==> src/rtl/vram_arbiter_if.sv <==
// vram_arbiter_if: video fetch, CPU and VRAM command signals for vram_arbiter.
// Revision: 1.0
`default_nettype none

interface vram_arbiter_if #(
  parameter int ADDR_W = 16
) ();
  logic              vid_req;
  logic [ADDR_W-1:0] vid_addr;
  logic [7:0]        vid_data;
  logic              vid_valid;
  logic              vid_ovf;
  logic              cpu_req;
  logic              cpu_we;
  logic [ADDR_W-1:0] cpu_addr;
  logic [7:0]        cpu_wdata;
  logic [7:0]        cpu_rdata;
  logic              cpu_ack;
  logic [ADDR_W-1:0] mem_addr;
  logic [7:0]        mem_wdata;
  logic              mem_we;
  logic [7:0]        mem_rdata;

  modport slave (
    input  vid_req, vid_addr, cpu_req, cpu_we, cpu_addr, cpu_wdata, mem_rdata,
    output vid_data, vid_valid, vid_ovf, cpu_rdata, cpu_ack, mem_addr, mem_wdata, mem_we
  );

  modport master (
    output vid_req, vid_addr, cpu_req, cpu_we, cpu_addr, cpu_wdata, mem_rdata,
    input  vid_data, vid_valid, vid_ovf, cpu_rdata, cpu_ack, mem_addr, mem_wdata, mem_we
  );
endinterface

`default_nettype wire

==> src/rtl/vram_arbiter.sv <==
// vram_arbiter: single-port VRAM slot arbiter, fixed-priority video fetch plus CPU handshake.
// Optional starvation guard with holding FIFO: VRAM_STARVE_GUARD_EN. Revision: 1.0
`default_nettype none

module vram_arbiter #(
  parameter int ADDR_W       = 16,
  parameter int STARVE_LIMIT = 15
) (
  input  logic          clk,
  input  logic          rst_n,
  vram_arbiter_if.slave bus
);
  typedef enum logic [1:0] {
    TAG_NONE = 2'd0,
    TAG_VID  = 2'd1,
    TAG_CPU  = 2'd2
  } tag_e;

  typedef enum logic [2:0] {
    CPU_IDLE  = 3'd0,
    CPU_BUSY1 = 3'd1,
    CPU_BUSY2 = 3'd2,
    CPU_ACK   = 3'd3,
    CPU_HOLD  = 3'd4
  } cpu_st_e;

  cpu_st_e           cpu_st_q, cpu_st_d;
  tag_e              tag1_q, tag1_d, tag2_q;
  logic [ADDR_W-1:0] mem_addr_q, mem_addr_d;
  logic [7:0]        mem_wdata_q, mem_wdata_d;
  logic              mem_we_q, mem_we_d;
  logic              cpu_we_q, cpu_we_d;
  logic [7:0]        vid_data_q, cpu_rdata_q;
  logic              vid_valid_q;

  logic              cpu_idle_req;
  logic              force_cpu;
  logic              vid_slot;
  logic [ADDR_W-1:0] vid_slot_addr;
  logic              cpu_grant;

  assign cpu_idle_req = (cpu_st_q == CPU_IDLE) && bus.cpu_req;
  assign cpu_grant    = cpu_idle_req && !vid_slot;

`ifdef VRAM_STARVE_GUARD_EN
  localparam int WAIT_W = $clog2(STARVE_LIMIT + 1);

  logic [WAIT_W-1:0]      wait_q, wait_d;
  logic [1:0][ADDR_W-1:0] fifo_q, fifo_d;
  logic [1:0]             fifo_cnt_q, fifo_cnt_d;
  logic                   ovf_q, ovf_d;
  logic                   fifo_ne, fifo_push, fifo_pop;

  assign fifo_ne       = (fifo_cnt_q != 2'd0);
  assign force_cpu     = cpu_idle_req && (wait_q >= WAIT_W'(STARVE_LIMIT));
  assign vid_slot      = !force_cpu && (fifo_ne || bus.vid_req);
  assign vid_slot_addr = fifo_ne ? fifo_q[0] : bus.vid_addr;
  // Once anything is queued, new requests queue behind it to keep video in order.
  assign fifo_push     = bus.vid_req && (force_cpu || fifo_ne);
  assign fifo_pop      = vid_slot && fifo_ne;
  assign bus.vid_ovf   = ovf_q;

  always_comb begin
    fifo_d     = fifo_q;
    fifo_cnt_d = fifo_cnt_q;
    ovf_d      = ovf_q;
    wait_d     = wait_q;
    if (fifo_pop) begin
      fifo_d[0]  = fifo_q[1];
      fifo_cnt_d = fifo_cnt_q - 2'd1;
    end
    if (fifo_push) begin
      if (fifo_cnt_d == 2'd2) begin
        ovf_d = 1'b1;
      end else begin
        fifo_d[fifo_cnt_d[0]] = bus.vid_addr;
        fifo_cnt_d            = fifo_cnt_d + 2'd1;
      end
    end
    if (cpu_grant) begin
      wait_d = '0;
    end else if (cpu_idle_req && (wait_q < WAIT_W'(STARVE_LIMIT))) begin
      wait_d = wait_q + WAIT_W'(1);
    end
  end

  always_ff @(posedge clk or negedge rst_n) begin
    if (!rst_n) begin
      fifo_q     <= '0;
      fifo_cnt_q <= 2'd0;
      ovf_q      <= 1'b0;
      wait_q     <= '0;
    end else begin
      fifo_q     <= fifo_d;
      fifo_cnt_q <= fifo_cnt_d;
      ovf_q      <= ovf_d;
      wait_q     <= wait_d;
    end
  end
`else
  assign force_cpu     = 1'b0;
  assign vid_slot      = bus.vid_req;
  assign vid_slot_addr = bus.vid_addr;
  assign bus.vid_ovf   = 1'b0;
`endif

  always_comb begin
    cpu_st_d    = cpu_st_q;
    tag1_d      = TAG_NONE;
    mem_addr_d  = mem_addr_q;
    mem_wdata_d = mem_wdata_q;
    mem_we_d    = 1'b0;
    cpu_we_d    = cpu_we_q;
    if (vid_slot) begin
      tag1_d     = TAG_VID;
      mem_addr_d = vid_slot_addr;
    end else if (cpu_grant) begin
      tag1_d     = TAG_CPU;
      mem_addr_d = bus.cpu_addr;
      mem_we_d   = bus.cpu_we;
      cpu_we_d   = bus.cpu_we;
      if (bus.cpu_we) begin
        mem_wdata_d = bus.cpu_wdata;
      end
    end
    case (cpu_st_q)
      CPU_IDLE:  if (cpu_grant) cpu_st_d = CPU_BUSY1;
      CPU_BUSY1: cpu_st_d = CPU_BUSY2;
      CPU_BUSY2: cpu_st_d = CPU_ACK;
      CPU_ACK:   cpu_st_d = CPU_HOLD;
      default:   cpu_st_d = CPU_IDLE;
    endcase
  end

  always_ff @(posedge clk or negedge rst_n) begin
    if (!rst_n) begin
      cpu_st_q    <= CPU_IDLE;
      tag1_q      <= TAG_NONE;
      tag2_q      <= TAG_NONE;
      mem_addr_q  <= '0;
      mem_wdata_q <= '0;
      mem_we_q    <= 1'b0;
      cpu_we_q    <= 1'b0;
      vid_data_q  <= '0;
      vid_valid_q <= 1'b0;
      cpu_rdata_q <= '0;
    end else begin
      cpu_st_q    <= cpu_st_d;
      tag1_q      <= tag1_d;
      tag2_q      <= tag1_q;
      mem_addr_q  <= mem_addr_d;
      mem_wdata_q <= mem_wdata_d;
      mem_we_q    <= mem_we_d;
      cpu_we_q    <= cpu_we_d;
      vid_valid_q <= (tag2_q == TAG_VID);
      if (tag2_q == TAG_VID) begin
        vid_data_q <= bus.mem_rdata;
      end
      // Write transactions leave the last read value on CPU_RDATA.
      if ((tag2_q == TAG_CPU) && !cpu_we_q) begin
        cpu_rdata_q <= bus.mem_rdata;
      end
    end
  end

  assign bus.mem_addr  = mem_addr_q;
  assign bus.mem_wdata = mem_wdata_q;
  assign bus.mem_we    = mem_we_q;
  assign bus.vid_data  = vid_data_q;
  assign bus.vid_valid = vid_valid_q;
  assign bus.cpu_rdata = cpu_rdata_q;
  assign bus.cpu_ack   = (cpu_st_q == CPU_ACK);

endmodule

`default_nettype wire
==> src/flat_wrapper.sv <==
// flat-port wrapper written by rule: the top's interface ports become plain ports
module vram_arbiter_flat 
#(
  parameter int ADDR_W       = 16,
  parameter int STARVE_LIMIT = 15
)
  (clk, rst_n, bus_vid_req, bus_vid_addr, bus_cpu_req, bus_cpu_we, bus_cpu_addr, bus_cpu_wdata, bus_mem_rdata, bus_vid_data, bus_vid_valid, bus_vid_ovf, bus_cpu_rdata, bus_cpu_ack, bus_mem_addr, bus_mem_wdata, bus_mem_we);
  vram_arbiter_if #(.ADDR_W(ADDR_W)) bus_i ();
  input  logic clk;
  input  logic rst_n;
  input wire logic [$bits(bus_i.vid_req)-1:0] bus_vid_req;
  input wire logic [$bits(bus_i.vid_addr)-1:0] bus_vid_addr;
  input wire logic [$bits(bus_i.cpu_req)-1:0] bus_cpu_req;
  input wire logic [$bits(bus_i.cpu_we)-1:0] bus_cpu_we;
  input wire logic [$bits(bus_i.cpu_addr)-1:0] bus_cpu_addr;
  input wire logic [$bits(bus_i.cpu_wdata)-1:0] bus_cpu_wdata;
  input wire logic [$bits(bus_i.mem_rdata)-1:0] bus_mem_rdata;
  output wire logic [$bits(bus_i.vid_data)-1:0] bus_vid_data;
  output wire logic [$bits(bus_i.vid_valid)-1:0] bus_vid_valid;
  output wire logic [$bits(bus_i.vid_ovf)-1:0] bus_vid_ovf;
  output wire logic [$bits(bus_i.cpu_rdata)-1:0] bus_cpu_rdata;
  output wire logic [$bits(bus_i.cpu_ack)-1:0] bus_cpu_ack;
  output wire logic [$bits(bus_i.mem_addr)-1:0] bus_mem_addr;
  output wire logic [$bits(bus_i.mem_wdata)-1:0] bus_mem_wdata;
  output wire logic [$bits(bus_i.mem_we)-1:0] bus_mem_we;
  assign bus_i.vid_req = bus_vid_req;
  assign bus_i.vid_addr = bus_vid_addr;
  assign bus_i.cpu_req = bus_cpu_req;
  assign bus_i.cpu_we = bus_cpu_we;
  assign bus_i.cpu_addr = bus_cpu_addr;
  assign bus_i.cpu_wdata = bus_cpu_wdata;
  assign bus_i.mem_rdata = bus_mem_rdata;
  assign bus_vid_data = bus_i.vid_data;
  assign bus_vid_valid = bus_i.vid_valid;
  assign bus_vid_ovf = bus_i.vid_ovf;
  assign bus_cpu_rdata = bus_i.cpu_rdata;
  assign bus_cpu_ack = bus_i.cpu_ack;
  assign bus_mem_addr = bus_i.mem_addr;
  assign bus_mem_wdata = bus_i.mem_wdata;
  assign bus_mem_we = bus_i.mem_we;
  vram_arbiter #(.ADDR_W(ADDR_W), .STARVE_LIMIT(STARVE_LIMIT)) u_core (.clk(clk), .rst_n(rst_n), .bus(bus_i));
endmodule
==> config.mk <==
export PLATFORM = sky130hd
export DESIGN_NAME = vram_arbiter_flat
export DESIGN_NICKNAME = d
export VERILOG_FILES = /design/src/rtl/vram_arbiter_if.sv /design/src/rtl/vram_arbiter.sv /design/src/flat_wrapper.sv
export SDC_FILE = /design/constraint.sdc
export NUM_CORES = 1
export LEC_CHECK = 0
export ABC_CLOCK_PERIOD_IN_PS = 1770
export CORE_UTILIZATION = 40
export CTS_CLUSTER_SIZE = 25
export DETAILED_ROUTE_END_ITERATION = 16
export GPL_ROUTABILITY_DRIVEN = 0
export MAX_ROUTING_LAYER = met4
export PLACE_DENSITY_LB_ADDON = 0.12
export SLEW_MARGIN = 5
export SYNTH_ARGS = -nofsm -noshare
export SYNTH_HDL_FRONTEND = slang
export SYNTH_SLANG_ARGS = --single-unit
export TNS_END_PERCENT = 1
==> constraint.sdc <==
create_clock -name clk -period 1.77 [get_ports clk]
set_input_delay 0.4425 -clock clk [delete_from_list [all_inputs] [get_ports clk]]
set_output_delay 0.4425 -clock clk [all_outputs]
set_load 0.1 [all_outputs]
# --- After elaboration in Yosys (flattened, before gate mapping) ---
# Cells that the tools add are included.
totals:
  regBits: 50
  input_bits: 53
  output_inout_bits: 44
  word_cells: 34
classes:
  n_eq_ne: 6
  muxes: 8
  bitwise_logic: 1
  reduce_logical: 9
ops:
  columns: ["op", "n"]
  rows:
  - ["16-bit two-way mux", 2]
  - ["3-bit case mux with 4 select lines", 1]
  - ["3-bit by 2-bit equality test with 1-bit output, second input constant", 2]
  - ["2-bit two-way mux", 2]
  - ["3-bit by 1-bit equality test with 1-bit output, second input constant", 1]
  - ["1-bit logical AND", 3]
  - ["3-bit logical NOT", 1]
  - ["3-bit two-way mux", 1]
  - ["3-bit AND reduction", 1]
  - ["2-bit by 1-bit equality test with 1-bit output, second input constant", 1]
  - ["2-bit equality test, second input constant", 1]
  - ["1-bit logical NOT", 2]
  - ["1-bit two-way mux", 2]
  - ["2-bit by 1-bit != test with 1-bit output, second input constant", 1]
  - ["2-bit AND reduction", 1]
  - ["2-bit nonzero test", 1]
  - ["1-bit NOT", 1]

# --- Logic depth before layout (Yosys ltp) ---
logic_depth:
  word_depth: 5
  mapped_depth: 5

# --- Worst setup path after synthesis ---
# OpenSTA, ideal clock, no wires.
synth_timing:
  path_kind: "flip-flop to output port"
  start: "register u_core.cpu_st_q[1]"
  end: "output port bus_cpu_ack"
  arrival_ns: 2.659
  path_slack_ns: -1.332
  path_stages_with_launch: 3
  cell_sequence: "dfrtp_1 -> inv_1 -> nor3b_1"
synth_between:
  elab_chain_len: 1
synth_rtl:
  columns: ["element", "line", "source"]
  rows:
  - ["start, declared", "vram_arbiter.sv:27", "cpu_st_e cpu_st_q, cpu_st_d;"]
  - ["start signal, assigned", "vram_arbiter.sv:148", "cpu_st_q <= cpu_st_d;"]
  - ["3-bit by 2-bit equality test with 1-bit output", "vram_arbiter.sv:172", "assign bus.cpu_ack = (cpu_st_q == CPU_ACK);"]
  - ["end, declared", "flat_wrapper.sv:22", "output wire logic [$bits(bus_i.cpu_ack)-1:0] bus_cpu_ack;"]
# Every way passes these cells.

# --- Worst setup path in the final report ---
layout_timing:
  start: "register u_core.cpu_st_q[0]"
  end: "output port bus_cpu_ack"
# The elaborated chain is that of the path after synthesis.

==> reports/metrics.cfg <==
[critical_path]
reg2reg_from=u_core.cpu_st_q[0]
arrival_ns=1.24
crit_path_end_kind=primary output
slowest_delay_ns=0.48
worst-path-buf-inv=1
path_delay_family=flip-flops
timing.rr.end=u_core.bus.mem_wdata[4]
critPathLaunchType=flop
worst_path_max_delay_cell=dfrtp_1
r2r_slack_ns=0.20
cp_max_fo=6
required_ns=1.33
crit_type=flop to primary output
ff2ff_path_depth=3
cp_cell_sequence=nor3b_4 -> buf_12

[power]
p_leak_nw=1.60
ir_worst_vdd_v=0.000956
p_total_mw=7.21
powerDensity_nw_per_um2=1980

[detailed_routing]
ant_nets=0
drc=0
top_layer_used=met4
drt_first_pass_iters=4
drt-met1-wl_mm=1.79
vias=1512
wl_met3_um=315
routed_wl_mm=4.36
post_drt_wl_per_cell_um=13.7
drt_iter0_markers=35
wl_met2_mm=2.22
vias_per_cell=4.77

[place]
placed_area_um2=3540
hpwlAfterDp_mm=3.32
dp.cells=309
io_buffers=95

[sta]
fin_crit_sh_pct=94.8
hold_viol=0
rsz0062_at_grt=false
skew_ns=0.00780
slew_violations=0
finalSetupViolations=0
tightest_slew_ns=0.566
fmax_mhz=596
maxSlewHeadroom_pct=62.2
fin_crit_ns=1.68

[cts]
clk_pin_slew_ns=0.09
cts_buffers=5
tritoncts=built
cts_root_buffer=clkbuf_8
cts_setup_buffers=0
clkLatencyLatePin_ns=0.29
htree_num_levels=2
clk_path_buf_depth=2
ctsHoldBuffers=0
cts.sinks=50

[finish]
diodes=0
nNetsFinal=302
final_cell_count_no_fill=317
layout-drive-gt1-share_pct=38.0
design_area_um2=3640
area_growth_pct=76.0

[synthesis]
synth.top_cell.area_share_pct=60.5
mappedNetlistNets=202
synth_seq_area_share_pct=60.5
synth_area_leader_cell=dfrtp_1
syn-cell-area_um2=2070
synthDistinctLibCells=25
synth-seq-cells=50
synth_area_per_cell_um2=13.9
yosysWarningCount=0
synthTopCellsByArea=dfrtp_1, mux2_2, mux2i_1, nand3_2, o21ai_1
synthCells=149

[die]
start_util_pct=42.7
coreArea_um2=4850
num_rows=25
dieArea_um2=5470
die_y_um=73.9
dieWidth_um=73.9
ios=97

[outcome]
status=finished, final reports clean

[global_routing]
grt.overflow.total=0
grt_max_degree=51
grt_pass1_vias=1536
track_usage_pct=18.1
antenna_found_initial=0
grt_pass1_wl_mm=7.22

[flow_run]
drv_cap=0

[hold_path]
hp-class=primary input to async pin

worst max-delay path by stage:
stage	startpoint	endpoint	slack, ns	cells past startpoint
after global placement	bus_cpu_req	u_core.bus.mem_addr[15]	-0.37	4
after CTS	bus_cpu_req	u_core.bus.mem_wdata[6]	0.03	4
after detailed placement	bus_cpu_req	u_core.bus.mem_addr[4]	-0.44	4
after global routing	u_core.cpu_st_q[1]	bus_cpu_ack	0.02	3
final	u_core.cpu_st_q[0]	bus_cpu_ack	0.09	2
after floorplan	u_core.cpu_st_q[1]	bus_cpu_ack	0.01	2
kinds of logic (layout without fill, tap and decap cells):
family	after synthesis	count (layout)	synth area share (%)
XOR/XNOR	1	1	0.423
AO/OA/AOI/OAI	18	18	4.53
other	1	1	0.181
AND/OR/NAND/NOR	28	28	10.2
flip-flops	50	50	60.5
multiplexers	40	40	20.8
buffers and inverters	11	112	3.45
cell usage in the layout (no fill, tap or decap):
master	count
xnor2_1	1
clkbuf_1	1
o21ai_0	6
or4b_1	1
o32ai_1	1
clkdlybuf4s50_1	51
buf_12	44
nor2_2	1
o21ai_1	11
nand3_1	8
nand2b_1	1
nor4b_4	1
inv_1	2
dfrtp_2	1
buf_4	5
nor3b_2	1
nand2_1	1
clkinv_2	1
and3_1	1
nor3b_1	1
nand3_2	9
mux2_2	24
nor2_1	2
buf_2	1
clkbuf_8	6
clkinv_1	1
conb_1	1
dfrtp_1	49
mux2i_1	16
nor3b_4	1
sequential cells by signal, indices dropped and copies added, names as in the netlist:
signal,cells
u_core.bus.cpu_rdata,8
u_core.bus.vid_data,8
u_core.cpu_we_q,1
u_core.cpu_st_q,3
u_core.bus.vid_valid,1
u_core.bus.mem_we,1
u_core.tag2_q,2
u_core.tag1_q,2
u_core.bus.mem_addr,16
u_core.bus.mem_wdata,8
per-stage QoR:
step | worst slack, ns | TNS (ns) | util [%] | hold WS (ns)
finish | 0.0922 | 0 | 75.1 | 0.142
global placement | -0.372 | -7.17 | 73.0 | 0.333
CTS | 0.0287 | 0 | 74.9 | 0.144
detailed placement | -0.437 | -7.74 | 73.0 | 0.338
global route | 0.0216 | 0 | 75.1 | 0.151
floorplan | 0.0119 | 0 | - | 0.147
repair_timing:
action	CTS	global route
resized for setup	1	2
hold endpoints to repair	0	0
setup endpoints to repair	16	8
power by group:
group          internal, mW  leakage (nW)  switching, mW  total (mW)
Combinational          1.70         0.943           2.92        4.62
Clock                 0.316        0.0482          0.339       0.655
Sequential             1.52         0.607          0.420        1.94
Total                  3.53          1.60           3.68        7.21
per-layer routing:
layer / up-vias / global-route usage (%)
met2: 57 / 28.7
met1: 728 / 21.9
met3: 2 / 6.50
met5: - / -
met4: 0 / 4.49
li1: 725 / -
Yosys cell counts (all sizes together):
master  instances
clkbuf          3
inv             2
conb            1
mux2i          16
nand2           1
nand3          17
or4b            1
o32ai           1
nor4b           1
dfrtp          50
buf             5
and3            1
o21ai          17
xnor2           1
nor3b           3
nor2            3
mux2           24
nand2b          1
clkinv          1
final cells by class:
| type | count | area, µm² |
|---|---|---|
| flip-flops and latches | 50 | 1250 |
| well taps | 67 | 83.8 |
| multi-input cells | 88 | 769 |
| inverters | 3 | 11.3 |
| clock inverters | 1 | 5.00 |
| repair buffers | 101 | 1430 |
| clock buffers | 7 | 86.3 |
| fillers | 320 | 1210 |
Note: power is estimated with default switching activity, not from simulation.
